`src/rtl/vga_sync_decoder_if.sv`:
```
// Sync input pair and recovered timing outputs of the VGA sync decoder.
// The master drives hsync/vsync; the decoder sits on the slave side.
interface vga_sync_decoder_if;
    logic       hsync;
    logic       vsync;
    logic [9:0] x;
    logic [9:0] y;
    logic       video_active;
    logic       line_start;
    logic       frame_start;
    logic       locked;
    logic       h_err;
    logic       v_err;

    modport master (
        output hsync,
        output vsync,
        input  x,
        input  y,
        input  video_active,
        input  line_start,
        input  frame_start,
        input  locked,
        input  h_err,
        input  v_err
    );

    modport slave (
        input  hsync,
        input  vsync,
        output x,
        output y,
        output video_active,
        output line_start,
        output frame_start,
        output locked,
        output h_err,
        output v_err
    );
endinterface

```
`src/rtl/vga_sync_decoder.sv`:
```
// Receive-side VGA sync decoder: recovers coordinates, checks line/frame
// timing and gates video_active behind a lock state machine.
module vga_sync_decoder #(
    parameter int H_SYNC      = 96,
    parameter int H_BP        = 48,
    parameter int H_TOTAL     = 800,
    parameter int H_FP        = 16,
    parameter int V_SYNC      = 2,
    parameter int V_BP        = 33,
    parameter int V_TOTAL     = 525,
    parameter int V_FP        = 10,
    parameter int LOCK_FRAMES = 2
) (
    input logic clk,
    input logic rst,
    vga_sync_decoder_if.slave bus
);

    localparam logic [1:0] S_SEARCH = 2'd0;
    localparam logic [1:0] S_VERIFY = 2'd1;
    localparam logic [1:0] S_LOCKED = 2'd2;

    localparam logic [9:0] H_LO   = 10'(H_SYNC + H_BP);
    localparam logic [9:0] H_HI   = 10'(H_TOTAL - H_FP);
    localparam logic [9:0] V_LO   = 10'(V_SYNC + V_BP);
    localparam logic [9:0] V_HI   = 10'(V_TOTAL - V_FP);
    localparam logic [9:0] H_LAST = 10'(H_TOTAL - 1);
    localparam logic [9:0] V_LAST = 10'(V_TOTAL - 1);
    localparam logic [9:0] H_WID  = 10'(H_SYNC);
    localparam logic [9:0] V_WID  = 10'(V_SYNC);
    localparam logic [2:0] LOCK_N = 3'(LOCK_FRAMES);
    localparam logic [9:0] SAT    = 10'h3FF;

    function automatic logic [9:0] sat_inc(
        input logic [9:0] v
    );
        return (v == SAT) ? v : v + 10'd1;
    endfunction

    logic       hs_prev_q, hs_prev_d;
    logic       vs_prev_q, vs_prev_d;
    logic [9:0] hpos_q, hpos_d;
    logic [9:0] vpos_q, vpos_d;
    logic [9:0] hhi_q, hhi_d;
    logic [9:0] vhi_q, vhi_d;
    logic       h_seen_q, h_seen_d;
    logic       v_seen_q, v_seen_d;
    logic [1:0] state_q, state_d;
    logic [2:0] good_q, good_d;

    logic       ls1_q, fs1_q, he1_q, ve1_q;

    logic [9:0] x_q, y_q;
    logic       va_q, ls_q, fs_q;
    logic       lk_q, he_q, ve_q;

    logic hs_rise, hs_fall, fr_edge;
    logic timeout;
    logic h_per_err, h_wid_err;
    logic v_per_err, v_wid_err;
    logic h_err_d, v_err_d, any_err;
    logic in_h, in_v;

    assign hs_rise = bus.hsync & ~hs_prev_q;
    assign hs_fall = ~bus.hsync & hs_prev_q;
    assign fr_edge = hs_rise & bus.vsync & ~vs_prev_q;

    // Fires once on the transition into saturation, never while parked.
    assign timeout = ~hs_rise & (hpos_q == SAT - 10'd1);

    assign h_per_err = hs_rise & h_seen_q
                     & (hpos_q != H_LAST);
    assign h_wid_err = hs_fall & h_seen_q
                     & (hhi_q != H_WID);
    assign v_per_err = fr_edge & v_seen_q
                     & (vpos_q != V_LAST);
    assign v_wid_err = hs_rise & ~bus.vsync
                     & vs_prev_q & v_seen_q
                     & (vhi_q != V_WID);

    assign h_err_d = h_per_err | h_wid_err | timeout;
    assign v_err_d = v_per_err | v_wid_err;
    assign any_err = h_err_d | v_err_d;

    always_comb begin
        hs_prev_d = bus.hsync;
        hpos_d    = hs_rise ? 10'd0 : sat_inc(hpos_q);

        hhi_d = hhi_q;
        if (hs_rise) begin
            hhi_d = 10'd1;
        end else if (bus.hsync) begin
            hhi_d = sat_inc(hhi_q);
        end

        h_seen_d = h_seen_q;
        if (timeout) begin
            h_seen_d = 1'b0;
        end else if (hs_rise) begin
            h_seen_d = 1'b1;
        end

        vs_prev_d = vs_prev_q;
        vpos_d    = vpos_q;
        vhi_d     = vhi_q;
        if (hs_rise) begin
            vs_prev_d = bus.vsync;
            vpos_d    = fr_edge ? 10'd0
                                : sat_inc(vpos_q);
            if (bus.vsync) begin
                vhi_d = fr_edge ? 10'd1
                                : sat_inc(vhi_q);
            end
        end

        v_seen_d = v_seen_q;
        if (timeout) begin
            v_seen_d = 1'b0;
        end else if (fr_edge) begin
            v_seen_d = 1'b1;
        end
    end

    // Any error on an edge outranks a lock or verify transition.
    always_comb begin
        state_d = state_q;
        good_d  = good_q;
        unique case (state_q)
            S_SEARCH: begin
                if (fr_edge && !any_err) begin
                    state_d = S_VERIFY;
                    good_d  = 3'd0;
                end
            end
            S_VERIFY: begin
                if (any_err) begin
                    state_d = S_SEARCH;
                end else if (fr_edge) begin
                    good_d = good_q + 3'd1;
                    if (good_q + 3'd1 == LOCK_N) begin
                        state_d = S_LOCKED;
                    end
                end
            end
            S_LOCKED: begin
                if (any_err) begin
                    state_d = S_SEARCH;
                end
            end
            default: begin
                state_d = S_SEARCH;
            end
        endcase
    end

    assign in_h = (hpos_q >= H_LO) && (hpos_q < H_HI);
    assign in_v = (vpos_q >= V_LO) && (vpos_q < V_HI);

    always_ff @(posedge clk) begin
        if (rst) begin
            hs_prev_q <= 1'b1;
            vs_prev_q <= 1'b1;
            hpos_q    <= 10'd0;
            vpos_q    <= 10'd0;
            hhi_q     <= 10'd0;
            vhi_q     <= 10'd0;
            h_seen_q  <= 1'b0;
            v_seen_q  <= 1'b0;
            state_q   <= S_SEARCH;
            good_q    <= 3'd0;
            ls1_q     <= 1'b0;
            fs1_q     <= 1'b0;
            he1_q     <= 1'b0;
            ve1_q     <= 1'b0;
        end else begin
            hs_prev_q <= hs_prev_d;
            vs_prev_q <= vs_prev_d;
            hpos_q    <= hpos_d;
            vpos_q    <= vpos_d;
            hhi_q     <= hhi_d;
            vhi_q     <= vhi_d;
            h_seen_q  <= h_seen_d;
            v_seen_q  <= v_seen_d;
            state_q   <= state_d;
            good_q    <= good_d;
            ls1_q     <= hs_rise;
            fs1_q     <= fr_edge;
            he1_q     <= h_err_d;
            ve1_q     <= v_err_d;
        end
    end

    always_ff @(posedge clk) begin
        if (rst) begin
            x_q  <= 10'd0;
            y_q  <= 10'd0;
            va_q <= 1'b0;
            ls_q <= 1'b0;
            fs_q <= 1'b0;
            lk_q <= 1'b0;
            he_q <= 1'b0;
            ve_q <= 1'b0;
        end else begin
            x_q  <= hpos_q - H_LO;
            y_q  <= vpos_q - V_LO;
            va_q <= (state_q == S_LOCKED)
                    && in_h && in_v;
            ls_q <= ls1_q;
            fs_q <= fs1_q;
            lk_q <= (state_q == S_LOCKED);
            he_q <= he1_q;
            ve_q <= ve1_q;
        end
    end

    assign bus.x            = x_q;
    assign bus.y            = y_q;
    assign bus.video_active = va_q;
    assign bus.line_start   = ls_q;
    assign bus.frame_start  = fs_q;
    assign bus.locked       = lk_q;
    assign bus.h_err        = he_q;
    assign bus.v_err        = ve_q;

endmodule

```
`src/flat_wrapper.sv`:
```
// flat-port wrapper written by rule: the top's interface ports become plain ports
module vga_sync_decoder_flat 
#(
    parameter int H_SYNC      = 96,
    parameter int H_BP        = 48,
    parameter int H_TOTAL     = 800,
    parameter int H_FP        = 16,
    parameter int V_SYNC      = 2,
    parameter int V_BP        = 33,
    parameter int V_TOTAL     = 525,
    parameter int V_FP        = 10,
    parameter int LOCK_FRAMES = 2
)
  (clk, rst, bus_hsync, bus_vsync, bus_x, bus_y, bus_video_active, bus_line_start, bus_frame_start, bus_locked, bus_h_err, bus_v_err);
  vga_sync_decoder_if bus_i ();
  input logic clk;
  input logic rst;
  input wire logic [$bits(bus_i.hsync)-1:0] bus_hsync;
  input wire logic [$bits(bus_i.vsync)-1:0] bus_vsync;
  output wire logic [$bits(bus_i.x)-1:0] bus_x;
  output wire logic [$bits(bus_i.y)-1:0] bus_y;
  output wire logic [$bits(bus_i.video_active)-1:0] bus_video_active;
  output wire logic [$bits(bus_i.line_start)-1:0] bus_line_start;
  output wire logic [$bits(bus_i.frame_start)-1:0] bus_frame_start;
  output wire logic [$bits(bus_i.locked)-1:0] bus_locked;
  output wire logic [$bits(bus_i.h_err)-1:0] bus_h_err;
  output wire logic [$bits(bus_i.v_err)-1:0] bus_v_err;
  assign bus_i.hsync = bus_hsync;
  assign bus_i.vsync = bus_vsync;
  assign bus_x = bus_i.x;
  assign bus_y = bus_i.y;
  assign bus_video_active = bus_i.video_active;
  assign bus_line_start = bus_i.line_start;
  assign bus_frame_start = bus_i.frame_start;
  assign bus_locked = bus_i.locked;
  assign bus_h_err = bus_i.h_err;
  assign bus_v_err = bus_i.v_err;
  vga_sync_decoder #(.H_SYNC(H_SYNC), .H_BP(H_BP), .H_TOTAL(H_TOTAL), .H_FP(H_FP), .V_SYNC(V_SYNC), .V_BP(V_BP), .V_TOTAL(V_TOTAL), .V_FP(V_FP), .LOCK_FRAMES(LOCK_FRAMES)) u_core (.clk(clk), .rst(rst), .bus(bus_i));
endmodule
```
`config.mk`:
```
export PLATFORM = sky130hd
export DESIGN_NAME = vga_sync_decoder_flat
export DESIGN_NICKNAME = d
export VERILOG_FILES = /design/src/rtl/vga_sync_decoder_if.sv /design/src/rtl/vga_sync_decoder.sv /design/src/flat_wrapper.sv
export SDC_FILE = /design/constraint.sdc
export NUM_CORES = 1
export LEC_CHECK = 0
export BUFFER_PORTS_ARGS = -buffer_cell sky130_fd_sc_hd__buf_2
export CAP_MARGIN = 20
export CORE_MARGIN = 4
export CORE_UTILIZATION = 30
export CTS_CLUSTER_DIAMETER = 150
export DETAILED_ROUTE_END_ITERATION = 6
export GPL_TIMING_DRIVEN = 0
export SKIP_LAST_GASP = 1
export SLEW_MARGIN = 5
export SYNTH_ARGS = -nofsm -noshare
export SYNTH_HDL_FRONTEND = slang
export SYNTH_SLANG_ARGS = --single-unit
```
`constraint.sdc`:
```
create_clock -name clk -period 1.9 [get_ports clk]
set_input_delay 0.475 -clock clk [delete_from_list [all_inputs] [get_ports clk]]
set_output_delay 0.475 -clock clk [all_outputs]
set_load 0.1 [all_outputs]
```
==> run_summary.xml, run 1 <==
<?xml version="1.0" encoding="UTF-8"?>
<metrics>
  <group name="synth">
    <metric name="yosys_most_used_dff" unit="">sky130_fd_sc_hd__dfxtp_1</metric>
    <metric name="asyncSetResetFlopFracSynth" unit="">0</metric>
    <metric name="synthTopCellsByCount" unit="">sky130_fd_sc_hd__dfxtp_1, sky130_fd_sc_hd__nor2_1, sky130_fd_sc_hd__xor2_1, sky130_fd_sc_hd__a21oi_1, sky130_fd_sc_hd__nand2_1</metric>
    <metric name="syn_nets" unit="">413</metric>
    <metric name="synth_enable_flop_cells" unit="">0</metric>
    <metric name="warning_count_from_the_yosys_run" unit="">0</metric>
    <metric name="yosys_register_bits" unit="">79</metric>
    <metric name="synthDistinctLibCells" unit="">57</metric>
    <metric name="yosys-top-cells-area" unit="">sky130_fd_sc_hd__dfxtp_1, sky130_fd_sc_hd__nor2_1, sky130_fd_sc_hd__xor2_1</metric>
    <metric name="synth_area_per_cell" unit="sq um">9.01</metric>
    <metric name="number_of_instances_in_the_synthesized_netlist" unit="">395</metric>
    <metric name="synth-seq-area-share" unit="">0.444</metric>
    <metric name="synth_cell_area" unit="sq mm">0.00356</metric>
    <metric name="synth_largest_type_area_fraction" unit="">0.444</metric>
    <metric name="synth_area_leader_cell" unit="">sky130_fd_sc_hd__dfxtp_1</metric>
    <metric name="leading_cell_type_by_number_of_instances_after_synthesis" unit="">sky130_fd_sc_hd__dfxtp_1</metric>
  </group>
  <group name="final_layout">
    <metric name="final_instance_count_without_filler_cells" unit="">582</metric>
    <metric name="area_delta_synth_final" unit="%">19.0</metric>
    <metric name="num-fill-cells" unit="">1129</metric>
    <metric name="fin_nets" unit="">453</metric>
    <metric name="drive_above_1_share" unit="">0.180</metric>
    <metric name="final_core_util" unit="">0.368</metric>
    <metric name="antenna_cells_inserted" unit="">0</metric>
  </group>
  <group name="pwr">
    <metric name="peakVddDrop" unit="uV">442</metric>
    <metric name="leakagePower" unit="nW">1.66</metric>
    <metric name="p_per_area" unit="mW/mm^2">839</metric>
  </group>
  <group name="floorplan">
    <metric name="placement_rows" unit="">39</metric>
    <metric name="effective_utilization_at_floorplan" unit="">0.309</metric>
    <metric name="floorplan.die.width" unit="um">117</metric>
    <metric name="placeableCoreArea" unit="sq mm">0.0115</metric>
    <metric name="floorplan.die_area" unit="sq mm">0.0137</metric>
    <metric name="top_level_i_o_count" unit="">30</metric>
    <metric name="chipHeight" unit="um">117</metric>
  </group>
  <group name="critical_path">
    <metric name="worst-endpoint-arrival" unit="ns">2.08</metric>
    <metric name="timing.critical_path.to_type" unit="">flip-flop</metric>
    <metric name="timing.reg2reg.setup_slack" unit="ns">0.06</metric>
    <metric name="critical-path-max-stage-delay" unit="ns">0.42</metric>
    <metric name="timing.critical_path.required" unit="ns">2.14</metric>
    <metric name="critical_path.startpoint_type" unit="">flip-flop</metric>
    <metric name="slowest_stage" unit="">sky130_fd_sc_hd__or3_4</metric>
    <metric name="crit_type" unit="">reg2reg</metric>
    <metric name="critical_path_peak_fanout" unit="">8</metric>
    <metric name="worst_path_cell_trace" unit="">buf_6 &gt; or3_4 &gt; nor3_4 &gt; a2bb2oi_4 &gt; nand3_2 &gt; o41ai_2</metric>
  </group>
  <group name="detailed_routing">
    <metric name="initialDrtViolationCount" unit="">128</metric>
    <metric name="num_vias" unit="">2871</metric>
    <metric name="firstDrtPassIters" unit="">4</metric>
    <metric name="drt_drc_violations_left" unit="">0</metric>
    <metric name="viasPerCell" unit="">4.93</metric>
    <metric name="drt-wirelength-per-cell" unit="um">13.4</metric>
    <metric name="finalWirelength" unit="um">7820</metric>
    <metric name="ant_nets" unit="">0</metric>
  </group>
  <group name="place">
    <metric name="hpwl" unit="um">5400</metric>
    <metric name="dp.cells" unit="">567</metric>
    <metric name="weighted_congestion_reported_at_the_end_of_routability_driven_placement" unit="">0.781</metric>
    <metric name="dpl_worst_slack" unit="ns">-0.294</metric>
    <metric name="port_buffers" unit="">29</metric>
  </group>
  <group name="global_route">
    <metric name="vias_in_the_first_global_route" unit="">2678</metric>
    <metric name="grt_ovf" unit="">0</metric>
    <metric name="grt_antenna_before_repair" unit="">0</metric>
    <metric name="grt_max_degree" unit="">13</metric>
    <metric name="grt_first_pass_wirelength" unit="um">12700</metric>
    <metric name="grt_util_all_layers" unit="">0.119</metric>
  </group>
  <group name="status">
    <metric name="status" unit="">finished clean</metric>
  </group>
  <group name="timing">
    <metric name="finalHoldViolations" unit="">0</metric>
    <metric name="fmax" unit="MHz">543</metric>
    <metric name="setup-violations-final" unit="">0</metric>
    <metric name="worst_slew_margin_rel" unit="">0.582</metric>
    <metric name="setup_repair_after_global_routing_missed_its_margin" unit="">true</metric>
    <metric name="finalMaxSlewViolations" unit="">0</metric>
    <metric name="fin_skew" unit="ns">0.00760</metric>
    <metric name="fin_hold_ws" unit="ns">0.435</metric>
    <metric name="period_minus_slack" unit="ns">1.84</metric>
    <metric name="post-route-worst-setup-slack" unit="ns">0.0585</metric>
    <metric name="min_period_over_period" unit="">0.969</metric>
    <metric name="tightestPinTransition" unit="ns">0.626</metric>
  </group>
  <group name="cts">
    <metric name="numCtsBuffers" unit="">9</metric>
    <metric name="clockRootBuffer" unit="">sky130_fd_sc_hd__clkbuf_16</metric>
    <metric name="clock_tree_from_tritoncts" unit="">yes</metric>
    <metric name="cts.clk_slew.worst_paths" unit="ns">0.06</metric>
    <metric name="cts_hold_buffers" unit="">0</metric>
    <metric name="htreeDepth" unit="">3</metric>
    <metric name="worstSkewPairLatency" unit="ns">0.33</metric>
    <metric name="cts_num_sinks" unit="">79</metric>
    <metric name="maximum_buffer_depth_of_the_clock_tree" unit="">2</metric>
  </group>
  <group name="worst_hold_path">
    <metric name="holdCritPathClass" unit="">reg2reg</metric>
  </group>
  <group name="job">
    <metric name="drv.max_cap_violation_count" unit="">0</metric>
  </group>
</metrics>
critical path, delay by kind of cell, from the launching register on:
| kind | cells | cell delay, ns |
|---|---|---|
| buffers and inverters | 1 | 0.13 |
| DFF | 1 | 0.31 |
| and+or+nand+nor | 3 | 0.82 |
| AOI/OAI and AO/OA | 2 | 0.50 |
layout by cell type (no fill, tap or decap), types with 2 or more instances in the layout:
cell type and instances:
sky130_fd_sc_hd__nor2b_1 9, sky130_fd_sc_hd__clkbuf_16 9, sky130_fd_sc_hd__o2111ai_1 2, sky130_fd_sc_hd__nand2_1 18, sky130_fd_sc_hd__a21oi_1 17, sky130_fd_sc_hd__and3_1 10
sky130_fd_sc_hd__dfxtp_2 5, sky130_fd_sc_hd__xnor2_1 9, sky130_fd_sc_hd__nor2_1 59, sky130_fd_sc_hd__inv_1 12, sky130_fd_sc_hd__nor3_4 2, sky130_fd_sc_hd__nor3b_1 2
sky130_fd_sc_hd__buf_1 4, sky130_fd_sc_hd__or3b_2 2, sky130_fd_sc_hd__dfxtp_1 74, sky130_fd_sc_hd__a21boi_0 2, sky130_fd_sc_hd__clkbuf_2 5, sky130_fd_sc_hd__clkbuf_1 5
sky130_fd_sc_hd__nand4_1 14, sky130_fd_sc_hd__nand3_1 8, sky130_fd_sc_hd__xor2_1 25, sky130_fd_sc_hd__nand4b_1 3, sky130_fd_sc_hd__and4_1 7, sky130_fd_sc_hd__nand2b_1 10
sky130_fd_sc_hd__and4b_1 2, sky130_fd_sc_hd__buf_4 2, sky130_fd_sc_hd__clkinv_2 3, sky130_fd_sc_hd__nand3b_1 4, sky130_fd_sc_hd__ha_1 12, sky130_fd_sc_hd__o31ai_1 3
sky130_fd_sc_hd__nor4_1 3, sky130_fd_sc_hd__mux2i_1 2, sky130_fd_sc_hd__or3_1 4, sky130_fd_sc_hd__nor3_1 12, sky130_fd_sc_hd__a31oi_1 2, sky130_fd_sc_hd__o21ai_0 13
sky130_fd_sc_hd__buf_2 31, sky130_fd_sc_hd__and2_1 2, sky130_fd_sc_hd__nand3_2 2
where the power goes:
| group | internal [W] | switching [W] |
|---|---|---|
| registers | 0.00169 | 0.0000296 |
| logic | 0.0000616 | 0.000235 |
| clock network | 0.000905 | 0.000631 |
| total | 0.00266 | 0.000896 |
worst paths after layout:
kind | startpoint | end | cells past startpoint
min | u_core.fs1_q$_SDFF_PP0_ | u_core.bus.frame_start$_SDFF_PP0_ | 1
max | u_core.vpos_q[6]$_SDFFE_PP0P_ | u_core.good_q[2]$_SDFFE_PP0P_ | 6
max reg2reg | u_core.vpos_q[6]$_SDFFE_PP0P_ | u_core.good_q[2]$_SDFFE_PP0P_ | 6
min reg2reg | u_core.fs1_q$_SDFF_PP0_ | u_core.bus.frame_start$_SDFF_PP0_ | 1
repair_timing:
| action | 4_1_cts | 5_1_grt |
|---|---|---|
| gates resized for setup | 10 | 13 |
| endpoints found under the setup margin | 17 | 34 |
| pin swaps | 3 | 2 |
| setup buffers | 2 | 0 |
| cloned | 0 | 0 |
| endpoints found under the hold margin | 0 | 0 |
cell type report:
| class | count | area, sq um | share of cell area |
|---|---|---|---|
| plain buffers | 16 | 76.3 | 0.0180 |
| multi-input cells | 286 | 1920 | 0.454 |
| clock inverters | 4 | 22.5 | 0.00531 |
| inverters | 12 | 45.0 | 0.0106 |
| repair buffers | 31 | 160 | 0.0378 |
| clock buffers | 11 | 243 | 0.0573 |
| well taps | 143 | 179 | 0.0422 |
| flip-flops and latches | 79 | 1590 | 0.375 |
per-layer routing:
layer / vias up / global-route usage / wire, um
met4: 0 / 0.0596 / 113
met5: - / 0 / 0
met2: 48 / 0.192 / 3690
met1: 1351 / 0.146 / 3710
met3: 11 / 0.0303 / 306
li1: 1461 / - / -
registers in the layout, indices dropped and copies added (netlist names), 2 cells and up:
signal / count
u_core.vhi_q: 10
u_core.good_q: 3
u_core.bus.y: 10
u_core.hpos_q: 10
u_core.hhi_q: 10
u_core.vpos_q: 10
u_core.bus.x: 10
u_core.state_q: 2
metrics by stage:
step	TNS (ns)	cell area (sq um)	power, W
after global routing	-0.0765	4240	0.00369
after detailed placement	-5.48	3880	0.00205
final	0	4240	0.00356
after global placement	-4.35	3880	0.00205
after CTS	0	4180	0.00360
after floorplan	0	3560	0.00198
logic make-up after synthesis:
kind of cell / Yosys count / synth area share
simple gates: 183 / 0.286
flops: 79 / 0.444
compound gates: 53 / 0.0966
fa+ha+maj: 14 / 0.0492
buf+inv: 30 / 0.0344
xor+xnor: 34 / 0.0836
mux: 2 / 0.00562
(Power assumes the default switching activity.)
==> run 2: changes to the inputs <==
- CORE_MARGIN: 4 -> 3
==> run 2 against run 1 <==
Effect of this change:
- die area shrank 3.4%
- register-to-register slack improved by 0.02 ns
- cell count is 1.0% higher
- fmax grew 1.0%
- sequential cell count stayed put
- critical endpoint is now u_core.bus.video_active$_SDFF_PP0_
- highest routed layer unchanged
==> run_summary.xml, run 2 (synthesized netlist as in run 1, its figures left out) <==
<?xml version="1.0" encoding="UTF-8"?>
<metrics>
  <group name="critical_path">
    <metric name="timing.reg2reg.setup_slack" unit="ns">0.08</metric>
    <metric name="timing.critical_path.to_type" unit="">flip-flop</metric>
    <metric name="regToRegEndpoint" unit="">u_core.bus.video_active$_SDFF_PP0_</metric>
    <metric name="critical_path.reg2reg.startpoint" unit="">u_core.vpos_q[0]$_SDFFE_PP0P_</metric>
    <metric name="worst-r2r-cell-count" unit="">4</metric>
    <metric name="critical_path_peak_fanout" unit="">9</metric>
    <metric name="critPathLaunch" unit="">u_core.vpos_q[0]$_SDFFE_PP0P_</metric>
    <metric name="setup.worst_path.end" unit="">u_core.bus.video_active$_SDFF_PP0_</metric>
    <metric name="timing.critical_path.required" unit="ns">2.15</metric>
    <metric name="critical_path.startpoint_type" unit="">flip-flop</metric>
    <metric name="crit_type" unit="">reg2reg</metric>
    <metric name="worst-endpoint-arrival" unit="ns">2.08</metric>
  </group>
  <group name="floorplan">
    <metric name="placement_rows" unit="">39</metric>
    <metric name="chipHeight" unit="um">115</metric>
    <metric name="top_level_i_o_count" unit="">30</metric>
    <metric name="effective_utilization_at_floorplan" unit="">0.309</metric>
    <metric name="floorplan.die_area" unit="sq mm">0.0132</metric>
    <metric name="placeableCoreArea" unit="sq mm">0.0115</metric>
    <metric name="floorplan.die.width" unit="um">115</metric>
  </group>
  <group name="timing">
    <metric name="tightestPinTransition" unit="ns">0.629</metric>
    <metric name="finalMaxSlewViolations" unit="">0</metric>
    <metric name="fmax" unit="MHz">548</metric>
    <metric name="fin_skew" unit="ns">0.0101</metric>
    <metric name="period_minus_slack" unit="ns">1.82</metric>
    <metric name="setup-violations-final" unit="">0</metric>
    <metric name="min_period_over_period" unit="">0.960</metric>
    <metric name="worst_slew_margin_rel" unit="">0.581</metric>
    <metric name="setup_repair_after_global_routing_missed_its_margin" unit="">true</metric>
    <metric name="finalHoldViolations" unit="">0</metric>
  </group>
  <group name="cts">
    <metric name="htreeDepth" unit="">3</metric>
    <metric name="maximum_buffer_depth_of_the_clock_tree" unit="">2</metric>
    <metric name="cts_num_sinks" unit="">79</metric>
    <metric name="clock_tree_from_tritoncts" unit="">yes</metric>
    <metric name="cts_hold_buffers" unit="">0</metric>
    <metric name="clockRootBuffer" unit="">sky130_fd_sc_hd__clkbuf_16</metric>
    <metric name="worstSkewPairLatency" unit="ns">0.34</metric>
    <metric name="numCtsBuffers" unit="">9</metric>
    <metric name="cts.clk_slew.worst_paths" unit="ns">0.06</metric>
  </group>
  <group name="detailed_routing">
    <metric name="firstDrtPassIters" unit="">5</metric>
    <metric name="ant_nets" unit="">0</metric>
    <metric name="viasPerCell" unit="">4.94</metric>
    <metric name="drt-wirelength-per-cell" unit="um">13.2</metric>
    <metric name="drt_drc_violations_left" unit="">0</metric>
    <metric name="finalWirelength" unit="um">7780</metric>
    <metric name="num_vias" unit="">2902</metric>
    <metric name="initialDrtViolationCount" unit="">182</metric>
  </group>
  <group name="pwr">
    <metric name="netSwitchingPower" unit="W">0.000946</metric>
    <metric name="comb_pwr_share" unit="">0.082</metric>
    <metric name="power.total" unit="W">0.00365</metric>
    <metric name="clock_power_share" unit="">0.447</metric>
    <metric name="p_per_area" unit="mW/mm^2">841</metric>
    <metric name="power.share.sequential" unit="">0.471</metric>
    <metric name="leakagePower" unit="nW">1.70</metric>
    <metric name="sw_frac_of_total" unit="">0.259</metric>
    <metric name="peakVddDrop" unit="uV">389</metric>
    <metric name="intPower" unit="W">0.00270</metric>
  </group>
  <group name="place">
    <metric name="hpwl" unit="um">5310</metric>
    <metric name="port_buffers" unit="">29</metric>
    <metric name="weighted_congestion_reported_at_the_end_of_routability_driven_placement" unit="">0.766</metric>
  </group>
  <group name="global_route">
    <metric name="grt_ovf" unit="">0</metric>
    <metric name="grt_util_all_layers" unit="">0.124</metric>
    <metric name="vias_in_the_first_global_route" unit="">2642</metric>
    <metric name="grt_max_degree" unit="">14</metric>
    <metric name="grt_antenna_before_repair" unit="">0</metric>
    <metric name="grt_first_pass_wirelength" unit="um">12800</metric>
  </group>
  <group name="final_layout">
    <metric name="fin_nets" unit="">458</metric>
    <metric name="drive_above_1_share" unit="">0.211</metric>
    <metric name="num-fill-cells" unit="">1143</metric>
    <metric name="area_delta_synth_final" unit="%">21.9</metric>
    <metric name="antenna_cells_inserted" unit="">0</metric>
    <metric name="final_core_util" unit="">0.377</metric>
    <metric name="layout.area.seq" unit="sq mm">0.00160</metric>
    <metric name="layout.cells.most_common" unit="">sky130_fd_sc_hd__dfxtp_1</metric>
    <metric name="multi_input_comb_area" unit="sq mm">0.00195</metric>
    <metric name="layout.cells.most_common_list" unit="">sky130_fd_sc_hd__dfxtp_1, sky130_fd_sc_hd__nor2_1, sky130_fd_sc_hd__buf_2</metric>
  </group>
  <group name="status">
    <metric name="status" unit="">finished clean</metric>
  </group>
  <group name="job">
    <metric name="drv.max_cap_violation_count" unit="">0</metric>
  </group>
  <group name="worst_hold_path">
    <metric name="holdCritPathClass" unit="">reg2reg</metric>
  </group>
</metrics>
## run 2: cell count changes in the layout (fill, tap and decap cells not counted), sizes merged
cell and change:
clkinv -1, clkdlybuf4s15 +1, clkinvlp +2, buf +6, clkbuf -2
## run 2: stage by stage
| step | hold slack, ns | area (sq um) | worst slack, ns | cells | setup TNS [ns] |
|---|---|---|---|---|---|
| after CTS | 0.441 | 4210 | 0.00132 | 584 | 0 |
| after global placement | 0.423 | 3880 | -0.237 | 567 | -4.02 |
| after detailed placement | 0.425 | 3880 | -0.292 | 567 | -5.04 |
| after floorplan | 0.414 | 3560 | 0.101 | 395 | 0 |
| final | 0.439 | 4340 | 0.0768 | 588 | 0 |
| after global routing | 0.460 | 4340 | -0.00597 | 588 | -0.00597 |
## run 2: power by group through the flow
stage	combinational [W]	sequential [W]	clock, W
final	0.000299	0.00172	0.00163
after global routing	0.000317	0.00172	0.00174
after detailed placement	0.000290	0.00176	0
after CTS	0.000295	0.00172	0.00167
after global placement	0.000288	0.00176	0
after floorplan	0.0000873	0.00190	0
## run 2: final cells by class
cell class | count | area share
Multi-Input combinational cell | 286 | 0.449
Sequential cell | 79 | 0.368
Clock buffer | 11 | 0.0582
Timing Repair Buffer | 37 | 0.0481
Tap cell | 143 | 0.0412
Buffer | 15 | 0.0182
Inverter | 12 | 0.0104
Clock inverter | 5 | 0.00749
## run 2: how the worst min path moves through the flow
stage	start	endpoint	cells past startpoint
2_1_floorplan	u_core.fs1_q$_SDFF_PP0_	u_core.bus.frame_start$_SDFF_PP0_	1
3_3_place_gp	u_core.ls1_q$_SDFF_PP0_	u_core.bus.line_start$_SDFF_PP0_	1
3_5_place_dp	u_core.ve1_q$_SDFF_PP0_	u_core.bus.v_err$_SDFF_PP0_	1
4_1_cts	u_core.ls1_q$_SDFF_PP0_	u_core.bus.line_start$_SDFF_PP0_	1
5_1_grt	u_core.ls1_q$_SDFF_PP0_	u_core.bus.line_start$_SDFF_PP0_	1
6_report	u_core.ls1_q$_SDFF_PP0_	u_core.bus.line_start$_SDFF_PP0_	1
## run 2: critical path: stages (launching register included)
cell	delay (ns)
sky130_fd_sc_hd__dfxtp_1	0.42
sky130_fd_sc_hd__ha_4	0.25
sky130_fd_sc_hd__or4_4	0.45
sky130_fd_sc_hd__o32a_2	0.41
sky130_fd_sc_hd__a211oi_1	0.21
## run 2: timing repair
item / CTS / global route
endpoints found under the setup margin: 16 / 28
resized for setup: 9 / 31
pin swaps: 2 / 9
gates cloned: 0 / 1
endpoints found under the hold margin: 0 / 0
buffers inserted: 2 / 5
## run 2: routing by layer
metal	wire length [um]	vias to the layer above	track usage
li1	-	1465	-
met1	3690	1360	0.161
met2	3390	63	0.184
met3	479	14	0.0368
met4	211	0	0.0689
met5	0	-	0
==> run 3: changes to the inputs <==
- CORE_UTILIZATION: 30 -> 53
- PLACE_DENSITY: default -> 0.75
==> run 3 against run 2 <==
Effect of this change:
- sequential power is essentially flat
- wire length shrank 5.6%
- first-iteration DRC count shrank 14%
- register-to-register slack is essentially flat
- clock skew shrank 0.0012 ns
- critical endpoint is now u_core.good_q[2]$_SDFFE_PP0P_
- power shrank 10%
- sequential cell count is the same
- highest routed layer unchanged
- critical path depth grew 3
- sequential share of layout area grew 1.8 points
- design area shrank 4.7%
- clock-buffer cell count grew 3
- global-route usage grew 7.5 points
==> run_summary.xml, run 3 (synthesized netlist as in run 1, its figures left out) <==
<?xml version="1.0" encoding="UTF-8"?>
<metrics>
  <group name="critical_path">
    <metric name="critPathLaunch" unit="">u_core.vpos_q[6]$_SDFFE_PP0P_</metric>
    <metric name="cp_num_buf_inv" unit="">2</metric>
    <metric name="worst_path_cell_trace" unit="">buf_6 &gt; or3_4 &gt; nor3_4 &gt; a2bb2oi_2 &gt; buf_4 &gt; a311o_1 &gt; o41ai_2</metric>
    <metric name="timing.critical_path.required" unit="ns">2.12</metric>
    <metric name="critical_path.startpoint_type" unit="">flip-flop</metric>
    <metric name="critical-path-max-stage-delay" unit="ns">0.42</metric>
    <metric name="critical_path.reg2reg.startpoint" unit="">u_core.vpos_q[6]$_SDFFE_PP0P_</metric>
    <metric name="slowest_stage" unit="">sky130_fd_sc_hd__or3_4</metric>
    <metric name="crit_type" unit="">reg2reg</metric>
    <metric name="timing.critical_path.to_type" unit="">flip-flop</metric>
    <metric name="critical_path_peak_fanout" unit="">8</metric>
    <metric name="worst-endpoint-arrival" unit="ns">2.05</metric>
    <metric name="cell_class_contributing_the_biggest_share_of_worst_path_delay" unit="">simple AND/OR/NAND/NOR gates</metric>
  </group>
  <group name="final_layout">
    <metric name="layout.cells.most_common" unit="">sky130_fd_sc_hd__dfxtp_1</metric>
    <metric name="num-fill-cells" unit="">513</metric>
    <metric name="antenna_cells_inserted" unit="">0</metric>
    <metric name="final_instance_count_without_filler_cells" unit="">520</metric>
    <metric name="layout.cells.most_common_list" unit="">sky130_fd_sc_hd__dfxtp_1, sky130_fd_sc_hd__nor2_1, sky130_fd_sc_hd__buf_2</metric>
    <metric name="fin_nets" unit="">456</metric>
    <metric name="drive_above_1_share" unit="">0.192</metric>
    <metric name="area_delta_synth_final" unit="%">16.2</metric>
  </group>
  <group name="detailed_routing">
    <metric name="firstDrtPassIters" unit="">4</metric>
    <metric name="num_vias" unit="">2905</metric>
    <metric name="viasPerCell" unit="">5.59</metric>
    <metric name="drt_drc_violations_left" unit="">0</metric>
    <metric name="ant_nets" unit="">0</metric>
    <metric name="finalWirelength" unit="um">7340</metric>
    <metric name="drt-wirelength-per-cell" unit="um">14.1</metric>
    <metric name="initialDrtViolationCount" unit="">156</metric>
  </group>
  <group name="job">
    <metric name="drv.max_cap_violation_count" unit="">0</metric>
  </group>
  <group name="pwr">
    <metric name="peakVddDrop" unit="uV">326</metric>
    <metric name="netSwitchingPower" unit="W">0.000840</metric>
    <metric name="power.share.sequential" unit="">0.525</metric>
    <metric name="leakagePower" unit="nW">1.65</metric>
    <metric name="comb_pwr_share" unit="">0.090</metric>
    <metric name="intPower" unit="W">0.00243</metric>
    <metric name="p_per_area" unit="mW/mm^2">791</metric>
    <metric name="sw_frac_of_total" unit="">0.257</metric>
    <metric name="clock_power_share" unit="">0.384</metric>
  </group>
  <group name="floorplan">
    <metric name="top_level_i_o_count" unit="">30</metric>
    <metric name="chipHeight" unit="um">88.0</metric>
    <metric name="placeableCoreArea" unit="sq mm">0.00642</metric>
    <metric name="floorplan.die_area" unit="sq mm">0.00774</metric>
    <metric name="placement_rows" unit="">29</metric>
    <metric name="effective_utilization_at_floorplan" unit="">0.554</metric>
    <metric name="floorplan.die.width" unit="um">88.0</metric>
  </group>
  <group name="place">
    <metric name="dp.cells" unit="">501</metric>
    <metric name="hpwl" unit="um">4930</metric>
    <metric name="weighted_congestion_reported_at_the_end_of_routability_driven_placement" unit="">0.874</metric>
    <metric name="port_buffers" unit="">29</metric>
  </group>
  <group name="cts">
    <metric name="cts.clk_slew.worst_paths" unit="ns">0.08</metric>
    <metric name="cts_num_sinks" unit="">79</metric>
    <metric name="cts_hold_buffers" unit="">0</metric>
    <metric name="worstSkewPairLatency" unit="ns">0.35</metric>
    <metric name="clock_tree_from_tritoncts" unit="">yes</metric>
    <metric name="maximum_buffer_depth_of_the_clock_tree" unit="">2</metric>
    <metric name="htreeDepth" unit="">3</metric>
    <metric name="numCtsBuffers" unit="">9</metric>
    <metric name="clockRootBuffer" unit="">sky130_fd_sc_hd__clkbuf_8</metric>
  </group>
  <group name="timing">
    <metric name="setup_repair_after_global_routing_missed_its_margin" unit="">true</metric>
    <metric name="setup-violations-final" unit="">0</metric>
    <metric name="finalHoldViolations" unit="">0</metric>
    <metric name="fin_skew" unit="ns">0.00893</metric>
    <metric name="tightestPinTransition" unit="ns">0.596</metric>
    <metric name="period_minus_slack" unit="ns">1.83</metric>
    <metric name="min_period_over_period" unit="">0.963</metric>
    <metric name="fin_hold_ws" unit="ns">0.443</metric>
    <metric name="fmax" unit="MHz">547</metric>
    <metric name="worst_slew_margin_rel" unit="">0.603</metric>
    <metric name="finalMaxSlewViolations" unit="">0</metric>
  </group>
  <group name="worst_hold_path">
    <metric name="holdCritPathClass" unit="">reg2reg</metric>
    <metric name="hold_start" unit="">u_core.ve1_q$_SDFF_PP0_</metric>
  </group>
  <group name="global_route">
    <metric name="grt_antenna_before_repair" unit="">0</metric>
    <metric name="grt_max_degree" unit="">13</metric>
    <metric name="grt_first_pass_wirelength" unit="um">12100</metric>
    <metric name="grt_ovf" unit="">0</metric>
    <metric name="grt_util_all_layers" unit="">0.199</metric>
    <metric name="vias_in_the_first_global_route" unit="">2610</metric>
  </group>
  <group name="status">
    <metric name="status" unit="">finished clean</metric>
  </group>
</metrics>
==> run 3: per-stage QoR <==
step	area, sq um	setup slack, ns	setup TNS [ns]	total power (W)	util
6_report	4140	0.0706	0	0.00327	0.644
5_1_grt	4140	-0.0283	-0.0815	0.00340	0.644
4_1_cts	4010	0.000232	0	0.00329	0.625
3_5_place_dp	3800	-0.238	-3.96	0.00205	0.592
3_3_place_gp	3800	-0.212	-3.45	0.00204	0.592
2_1_floorplan	3560	0.101	0	0.00198	-
==> run 3: power by group through the flow <==
stage | Sequential [W] | Combinational [W] | Clock (W)
floorplan | 0.00190 | 0.0000873 | 0
global placement | 0.00176 | 0.000285 | 0
finish | 0.00172 | 0.000295 | 0.00126
CTS | 0.00172 | 0.000291 | 0.00128
global route | 0.00172 | 0.000315 | 0.00136
detailed placement | 0.00176 | 0.000289 | 0
==> run 3: final cells by class <==
cell class,count,area (sq um),share of cell area
plain buffers,16,76.3,0.0185
clock buffers,14,163,0.0393
clock inverters,2,38.8,0.00938
inverters,12,45.0,0.0109
multi-input cells,286,1940,0.469
flip-flops and latches,79,1600,0.386
well taps,77,96.3,0.0233
repair buffers,34,183,0.0442
==> run 3: worst paths after layout <==
path	to	slack, ns	cells after the start
worst max-delay path	u_core.good_q[2]$_SDFFE_PP0P_	0.07	7
worst min-delay path	u_core.bus.v_err$_SDFF_PP0_	0.44	1
worst max register to register	u_core.good_q[2]$_SDFFE_PP0P_	0.07	7
worst min register to register	u_core.bus.v_err$_SDFF_PP0_	0.44	1
==> run 3: per-layer routing <==
metal / GRT usage / wire length (um) / up-vias
li1: - / - / 1463
met1: 0.265 / 3510 / 1367
met2: 0.306 / 3410 / 65
met3: 0.0452 / 313 / 10
met4: 0.0934 / 99 / 0
met5: 0 / 0 / -
==> run 3: timing repair <==
item                       CTS  global route
cloned                       0             0
resized for setup            4            30
setup endpoints to repair   13            35
pin swaps                    0             6
setup buffers                0             5
